==> src/rtl/seq_restoring_divider.sv <==
// Multi-cycle restoring integer divider: one quotient bit per clock behind a start/done handshake.
// Optional signed mode is enabled by defining DIV_SIGNED_EN, which adds the signed_op_i port.
module seq_restoring_divider #(
    parameter int unsigned WIDTH = 32,
    parameter int unsigned CNT_W = 6
) (
    input  logic             clk_i,
    input  logic             rst_ni,
    input  logic             start_i,
    input  logic [WIDTH-1:0] dividend_i,
    input  logic [WIDTH-1:0] divisor_i,
`ifdef DIV_SIGNED_EN
    input  logic             signed_op_i,
`endif
    output logic             ready_o,
    output logic             busy_o,
    output logic             done_o,
    output logic [WIDTH-1:0] quotient_o,
    output logic [WIDTH-1:0] remainder_o,
    output logic             div_by_zero_o
);

    typedef enum logic [1:0] {StIdle, StCalc, StDone} state_e;

    state_e             state_q, state_d;
    logic [CNT_W-1:0]   cnt_q, cnt_d;
    logic [WIDTH-1:0]   rem_q, rem_d;
    logic [WIDTH-1:0]   quo_q, quo_d;
    logic [WIDTH-1:0]   dvs_q, dvs_d;
    logic [WIDTH-1:0]   quotient_q, quotient_d;
    logic [WIDTH-1:0]   remainder_q, remainder_d;
    logic               dbz_q, dbz_d;

    logic               ready;
    logic               accept;
    logic               div_zero;
    logic [WIDTH-1:0]   a_mag, b_mag;
    logic [WIDTH-1:0]   shifted;
    logic [WIDTH:0]     trial;
    logic               borrow;
    logic [WIDTH-1:0]   q_next, r_next;
    logic [WIDTH-1:0]   q_fin, r_fin;

`ifdef DIV_SIGNED_EN
    logic neg_q_q, neg_q_d;
    logic neg_r_q, neg_r_d;
    logic a_neg, b_neg;
`endif

    assign ready    = (state_q == StIdle) || (state_q == StDone);
    assign accept   = start_i && ready;
    assign div_zero = (divisor_i == '0);

    // Operand magnitudes taken at accept; sign is reapplied when results are loaded.
`ifdef DIV_SIGNED_EN
    always_comb begin
        a_neg   = signed_op_i && dividend_i[WIDTH-1];
        b_neg   = signed_op_i && divisor_i[WIDTH-1];
        a_mag   = a_neg ? (~dividend_i + 1'b1) : dividend_i;
        b_mag   = b_neg ? (~divisor_i + 1'b1) : divisor_i;
        neg_q_d = neg_q_q;
        neg_r_d = neg_r_q;
        if (accept) begin
            neg_q_d = a_neg ^ b_neg;
            neg_r_d = a_neg;
        end
    end
`else
    assign a_mag = dividend_i;
    assign b_mag = divisor_i;
`endif

    // R never has its top bit set before a shift, so dropping R[WIDTH-1] loses nothing.
    assign shifted = {rem_q[WIDTH-2:0], quo_q[WIDTH-1]};
    assign trial   = {1'b0, shifted} - {1'b0, dvs_q};
    assign borrow  = trial[WIDTH];
    assign q_next  = {quo_q[WIDTH-2:0], ~borrow};
    assign r_next  = borrow ? shifted : trial[WIDTH-1:0];

`ifdef DIV_SIGNED_EN
    assign q_fin = neg_q_q ? (~q_next + 1'b1) : q_next;
    assign r_fin = neg_r_q ? (~r_next + 1'b1) : r_next;
`else
    assign q_fin = q_next;
    assign r_fin = r_next;
`endif

    always_ff @(posedge clk_i or negedge rst_ni) begin
        if (!rst_ni) begin
            state_q <= StIdle;
        end else begin
            state_q <= state_d;
        end
    end

    always_comb begin
        state_d = state_q;
        unique case (state_q)
            StIdle: if (accept) state_d = div_zero ? StDone : StCalc;
            StCalc: if (cnt_q == CNT_W'(1)) state_d = StDone;
            StDone: state_d = accept ? (div_zero ? StDone : StCalc) : StIdle;
            default: state_d = StIdle;
        endcase
    end

    always_comb begin
        busy_o        = (state_q == StCalc);
        done_o        = (state_q == StDone);
        ready_o       = ready;
        quotient_o    = quotient_q;
        remainder_o   = remainder_q;
        div_by_zero_o = dbz_q;
    end

    always_comb begin
        cnt_d       = cnt_q;
        rem_d       = rem_q;
        quo_d       = quo_q;
        dvs_d       = dvs_q;
        quotient_d  = quotient_q;
        remainder_d = remainder_q;
        dbz_d       = dbz_q;
        if (accept) begin
            quo_d = a_mag;
            dvs_d = b_mag;
            rem_d = '0;
            cnt_d = CNT_W'(WIDTH);
            dbz_d = 1'b0;
            if (div_zero) begin
                quotient_d  = '1;
                remainder_d = dividend_i;
                dbz_d       = 1'b1;
            end
        end else if (state_q == StCalc) begin
            rem_d = r_next;
            quo_d = q_next;
            cnt_d = cnt_q - 1'b1;
            if (cnt_q == CNT_W'(1)) begin
                quotient_d  = q_fin;
                remainder_d = r_fin;
            end
        end
    end

    always_ff @(posedge clk_i or negedge rst_ni) begin
        if (!rst_ni) begin
            cnt_q       <= '0;
            rem_q       <= '0;
            quo_q       <= '0;
            dvs_q       <= '0;
            quotient_q  <= '0;
            remainder_q <= '0;
            dbz_q       <= 1'b0;
`ifdef DIV_SIGNED_EN
            neg_q_q     <= 1'b0;
            neg_r_q     <= 1'b0;
`endif
        end else begin
            cnt_q       <= cnt_d;
            rem_q       <= rem_d;
            quo_q       <= quo_d;
            dvs_q       <= dvs_d;
            quotient_q  <= quotient_d;
            remainder_q <= remainder_d;
            dbz_q       <= dbz_d;
`ifdef DIV_SIGNED_EN
            neg_q_q     <= neg_q_d;
            neg_r_q     <= neg_r_d;
`endif
        end
    end

endmodule

==> config.mk <==
export PLATFORM = sky130hd
export DESIGN_NAME = seq_restoring_divider
export DESIGN_NICKNAME = d
export VERILOG_FILES = /design/src/rtl/seq_restoring_divider.sv
export SDC_FILE = /design/constraint.sdc
export NUM_CORES = 1
export LEC_CHECK = 0
export BUFFER_PORTS_ARGS = -buffer_cell sky130_fd_sc_hd__buf_4
export CORE_ASPECT_RATIO = 1.25
export CORE_MARGIN = 4
export CORE_UTILIZATION = 45
export CTS_BUF_LIST = sky130_fd_sc_hd__clkbuf_4
export CTS_CLUSTER_DIAMETER = 60
export DETAILED_ROUTE_END_ITERATION = 10
export PLACE_DENSITY = 0.77
export REMOVE_ABC_BUFFERS = 1
export SYNTH_ARGS = -nofsm -noshare
export SYNTH_HDL_FRONTEND = slang
export SYNTH_SLANG_ARGS = --single-unit
==> constraint.sdc <==
create_clock -name clk_i -period 4.1 [get_ports clk_i]
set_input_delay 0.82 -clock clk_i [delete_from_list [all_inputs] [get_ports clk_i]]
set_output_delay 0.82 -clock clk_i [all_outputs]
set_load 0.02 [all_outputs]
### Yosys cells after proc, flatten, opt, wreduce, memory -nomap -nowiden

Index checks and enable logic that the tools add are counted.

| operators by class | value |
|---|---|
| multiplexer cells | 21 |
| bitwise logic cells | 1 |
| equality and inequality tests | 6 |
| add/sub/neg operators | 2 |
| reduce and logical (&&, ||, !) cells | 8 |

Operators by type and width:

| cell | number |
|---|---|
| $mux W32 | 11 |
| $mux W31 | 2 |
| $sub A32 B32 Y33 | 1 |
| $logic_not A32 Y1 | 1 |
| $mux W6 | 2 |
| $mux W2 | 4 |
| $eq A6 B1 Y1 const B | 1 |
| $pmux W2 S3 | 1 |
| $sub A6 B1 Y6 const B | 1 |
| $ne A2 B1 Y1 const B | 2 |
| $reduce_bool A2 Y1 | 2 |
| $reduce_and A3 Y1 | 1 |
| $eq A2 B1 Y1 const B | 1 |
| $eq A2 B2 Y1 const B | 1 |
| $logic_not A2 Y1 | 1 |
| $ne A2 B2 Y1 const B | 1 |
| $reduce_and A2 Y1 | 1 |
| $logic_and A1 B1 Y1 | 1 |
| $logic_or A1 B1 Y1 | 1 |
| $mux W1 | 1 |
| $not A1 Y1 | 1 |

| storage, ports and cells | value |
|---|---|
| input port bits | 67 |
| output and inout bits | 68 |
| register bits | 168 |
| logic and storage cells | 46 |

### Depth between registers and ports, before layout

| depth | value |
|---|---|
| depth after elaboration | 5 |
| gate-level depth with buffers | 15 |
| gate-level depth less buffers | 12 |

### Worst setup path after synthesis

Ideal clock, no wire load.

| timing path | value |
|---|---|
| path kind | reg2reg |
| start point | register rem_q[6] |
| end point | register rem_q[30] |
| data required time | 3952 ps |
| path slack | 1256 ps |
| arrival time | 2697 ps |
| period minus slack after synthesis | 2844 ps |
| setup time | 148 ps |
| stages on the path, launching flop included | 13 |
| buffers on the path | 3 |
| cells stage by stage | dfrtp_1 -> ha_1 -> a21o_1 -> or3_4 -> o211ai_2 -> o211ai_1 -> nand4_1 -> or3b_1 -> buf_6 -> buf_8 -> buf_2 -> a41oi_1 -> a21oi_1 |

| on the way | value |
|---|---|
| longest elaborated chain between the ends | 4 |

Ends and longest elaborated chain:

| element | RTL line | RTL |
|---|---|---|
| start, declared | 27 | `logic [WIDTH-1:0] rem_q, rem_d;` |
| start signal, assigned | 160 | `rem_q <= rem_d;` |
| $sub A32 B32 Y33 | 75 | `assign trial = {1'b0, shifted} - {1'b0, dvs_q};` |
| $mux W32 | 78 | `assign r_next = borrow ? shifted : trial[WIDTH-1:0];` |
| $mux W31 | 134 | `end else if (state_q == StCalc) begin` |
| $mux W31 | 123 | `if (accept) begin` |

No other way between the ends. The select of a mux whose other input is x is not followed.
A chain may end at the register's enable or synchronous reset.

### Worst setup path in the final report

| timing path | value |
|---|---|
| start point | register quo_q[31] |
| end point | register remainder_q[17], in the netlist remainder_o[17] |

| on the way | value |
|---|---|
| longest elaborated chain between the ends | 5 |

Ends and longest elaborated chain:

| element | RTL line | RTL |
|---|---|---|
| start, declared | 28 | `logic [WIDTH-1:0] quo_q, quo_d;` |
| start signal, assigned | 161 | `quo_q <= quo_d;` |
| $sub A32 B32 Y33 | 75 |  |
| $mux W32 | 78 |  |
| $mux W32 | 138 | `if (cnt_q == CNT_W'(1)) begin` |
| $mux W32 | 134 |  |
| $mux W32 | 123 |  |
| end signal, assigned | 164 | `remainder_q <= remainder_d;` |
| end, declared | 31 | `logic [WIDTH-1:0] remainder_q, remainder_d;` |

No other way between the ends. The select of a mux whose other input is x is not followed.

==> summary.md <==
| Metric | Value |
|---|---|
| Crit path time final | 3.421 ns |
| Comb pwr share | 0.620 |
| Ports | 135 |
| Smallest hold slack | 0.2473 ns |
| Slew headroom | 0.4988 |
| Vias in the first global route | 7,506 |
| Top_reg_cell synth | dfrtp_1 |
| Clk buf depth | 2 |
| Power Dens Cells | 994.1 mW/mm^2 |
| CTS sink count | 168 |
| DRT Wirelength | 23,640 um |
| Async set-reset flop share out of synthesis | 1.000 |
| F_max | 0.2923 GHz |
| Number of max-cap violations | 0 |
| H-tree Lvls | 4 |
| Fillcell total | 1,804 |
| Max stage delay on crit path | 0.42 ns |
| Drc violations | 0 |
| LEAKAGE | 4.874 nW |
| DR vias/cell | 5.526 |
| Initial antenna violation count | 1 |
| Cell area after synthesis | 0.008954 mm^2 |
| Gate Count Post-Synth | 1,026 |
| Status | finished clean |
| Number of synthesized flops with an enable pin | 0 |
| Worst path arrival time | 3.89 ns |
| Setup WS pre-CTS | 0.7363 ns |
| Die H | 165.7 um |
| Most frequent cells after synthesis | 237 x nand2_1, 168 x dfrtp_1, 114 x o21ai_0 |
| Switching share of total power | 0.4757 |
| Largest net degree at the start of global routing | 75 |
| Area of the multi-input gates | 0.004375 mm^2 |
| Std cell rows | 57 |
| Psw | 4.972 mW |
| Share of power burned in registers | 0.290 |
| RSZ-0062 raised after global routing | no |
| Clock root cell | clkbuf_4 |
| Wire length per cell | 16.70 um |
| Detail Route Antenna Nets | 0 |
| Postcts setup bufs | 0 |
| Area leader, netlist | dfrtp_1 |
| Final Cycle Share | 0.8343 |
| Slowest-stage cell, CP | fa_1 |
| Syn. warnings | 0 |
| Setup CP Type | reg2reg |
| Initial Utilization | 0.4599 |
| Clock Power Share | 0.091 |
| Setup_tns | 0 ns |
| Setup Viol. Count Final | 0 |
| Cell variety after synth | 61 |
| CTS tree | yes |
| CP endpoint kind | flop |
| Post-synthesis sequential area ratio | 0.4695 |
| Mean post-synth cell area | 8.727 um^2 |
| Top cell type's share of synthesized area | 0.4695 |
| Starting DRT DRC Count | 590 |
| Worst ir drop on vdd | 0.0004260 V |
| PostCTS Resize Cnt | 0 |
| CP Cell Sequence | inv_1, ha_1, fa_1, nor2b_1, o31a_1, o211ai_2, o211ai_1, nand4_1, or3b_1, buf_4, mux2i_1, a21oi_1, a21o_1 |
| Die W | 134.2 um |
| Layout cells sized above 1 | 0.1774 |
| Worst hold path class | in2async |
| Top cells by area, synth | dfrtp_1 47%, nand2_1 9.9%, o21ai_0 6.4% |
| Pins Over Slew Limit | 0 |
| Final hold violation count | 0 |
| Via count | 7,825 |
| Worst setup SP type | flop |
| Worst-skew pair later-pin latency | 0.57 ns |
| Core ar. | 0.01947 mm^2 |
| Least-Margin Pin Slew | 0.7500 ns |
| Worst Skew | 0.02406 ns |
| Register bit count reported by yosys | 168 |
| Gr ovfl total | 0 |
| Die ar. | 0.02223 mm^2 |
| Synth-to-Final Area Change | 17.43% |
| Num CTS Buffers | 17 |
| Post-layout util | 0.5400 |
| First-pass GRT wire length | 38,960 um |
| GPL Wtd Cong | 0.8627 |
| Critical Path Fanout Max | 37 |
| All-Layer GR Usage | 0.2149 |
| Seq. cell area | 0.004204 mm^2 |
| Most frequent cell after synthesis | nand2_1 |
| PnR worst setup slack | 0.6794 ns |
| # nets final | 1,240 |
| # port buffers | 134 |
| CTS Hold Bufs | 0 |
| Final HPWL DP | 17,720 um |
| Drt pass-1 iters | 5 |
| Internal Power | 5.480 mW |
| Worst path required time | 4.57 ns |
| Worst-path clk slew | 0.14 ns |
power by group through the flow:
| stage | Sequential [mW] | Combinational, mW | Clock, mW |
|---|---|---|---|
| detailed placement | 3.05 | 6.46 | 0 |
| global placement | 3.04 | 6.32 | 0 |
| floorplan | 3.24 | 4.32 | 0 |
| CTS | 3.02 | 6.48 | 0.976 |
| finish | 3.03 | 6.48 | 0.946 |
| global route | 3.13 | 7.24 | 1.04 |
layout by cell type, fill, tap and decap left out, drive strengths merged, types with 13 or more instances in the layout:
master	Yosys	routed
a22oi	28	28
nor3	13	13
ha	35	35
xnor2	17	17
nand2	237	237
inv	40	45
clkbuf	46	18
dfrtp	168	168
nor2	45	45
a21o	15	15
o21ai	120	120
mux2	13	13
a21oi	79	79
buf	11	149
worst max-delay path: cells and delay by family, from the launching register on:
kind,cells,cell delay (ns)
AOI/OAI and AO/OA,5,0.89
muxes,1,0.38
DFF,1,0.36
adders and majority gates,2,0.66
buffers and inverters,2,0.50
and+or+nand+nor,3,0.51
cells by family after synthesis:
group	count (synthesis)	share of synthesized area
flops	168	0.4695
xor+xnor	28	0.02739
mux	25	0.02977
buf+inv	98	0.04430
simple gates	368	0.1780
fa+ha+maj	36	0.05115
compound gates	303	0.1998
layout make-up:
cell class                 instances  share of cell area
antenna                            1           0.0002380
clock buffer                      18             0.01285
clock inverter                    14             0.01321
inverter                          41             0.01464
multi-input combinational        760              0.4162
sequential                       168              0.3999
tap                              265             0.03154
timing repair buffer             149              0.1115
registers in the layout, summed over array words and instances, names as in the netlist:
signal / cells
state_q: 2
div_by_zero_o: 1
rem_q: 31
cnt_q: 6
quotient_o: 32
remainder_o: 32
dvs_q: 32
quo_q: 32
per-layer routing:
metal / global-route usage / vias up / share of wire
met2: 0.3365 / 263 / 0.47
met4: 0.07573 / 0 / 0.029
met1: 0.3030 / 3719 / 0.44
met5: 0 / - / 0
met3: 0.03550 / 42 / 0.060
li1: - / 3801 / -
stage by stage:
step                instances  total power, mW  instance area [um^2]
finish                   1416            10.45                 10510
global route             1416            11.41                 10510
CTS                      1415            10.48                 10510
detailed placement       1383            9.514                 10240
floorplan                 969            7.553                  8711
global placement         1383            9.362                 10240
worst paths after layout:
path / cells after the start / slack, ns / from / to
min in group clk_i: 3 / 0.45 / divisor_i[0] / dvs_q[0]$_DFFE_PN0P_
max in group asynchronous: 2 / 2.97 / rst_ni / dvs_q[18]$_DFFE_PN0P_
worst min-delay path: 1 / 0.25 / rst_ni / dvs_q[3]$_DFFE_PN0P_
worst min register to register: 2 / 0.51 / quo_q[6]$_DFFE_PN0P_ / quotient_o[7]$_DFFE_PN0P_
worst max register to register: 13 / 0.68 / quo_q[31]$_DFFE_PN0P_ / remainder_o[17]$_DFFE_PN0P_
worst max-delay path: 13 / 0.68 / quo_q[31]$_DFFE_PN0P_ / remainder_o[17]$_DFFE_PN0P_
Note: power is estimated with default switching activity, not from simulation.
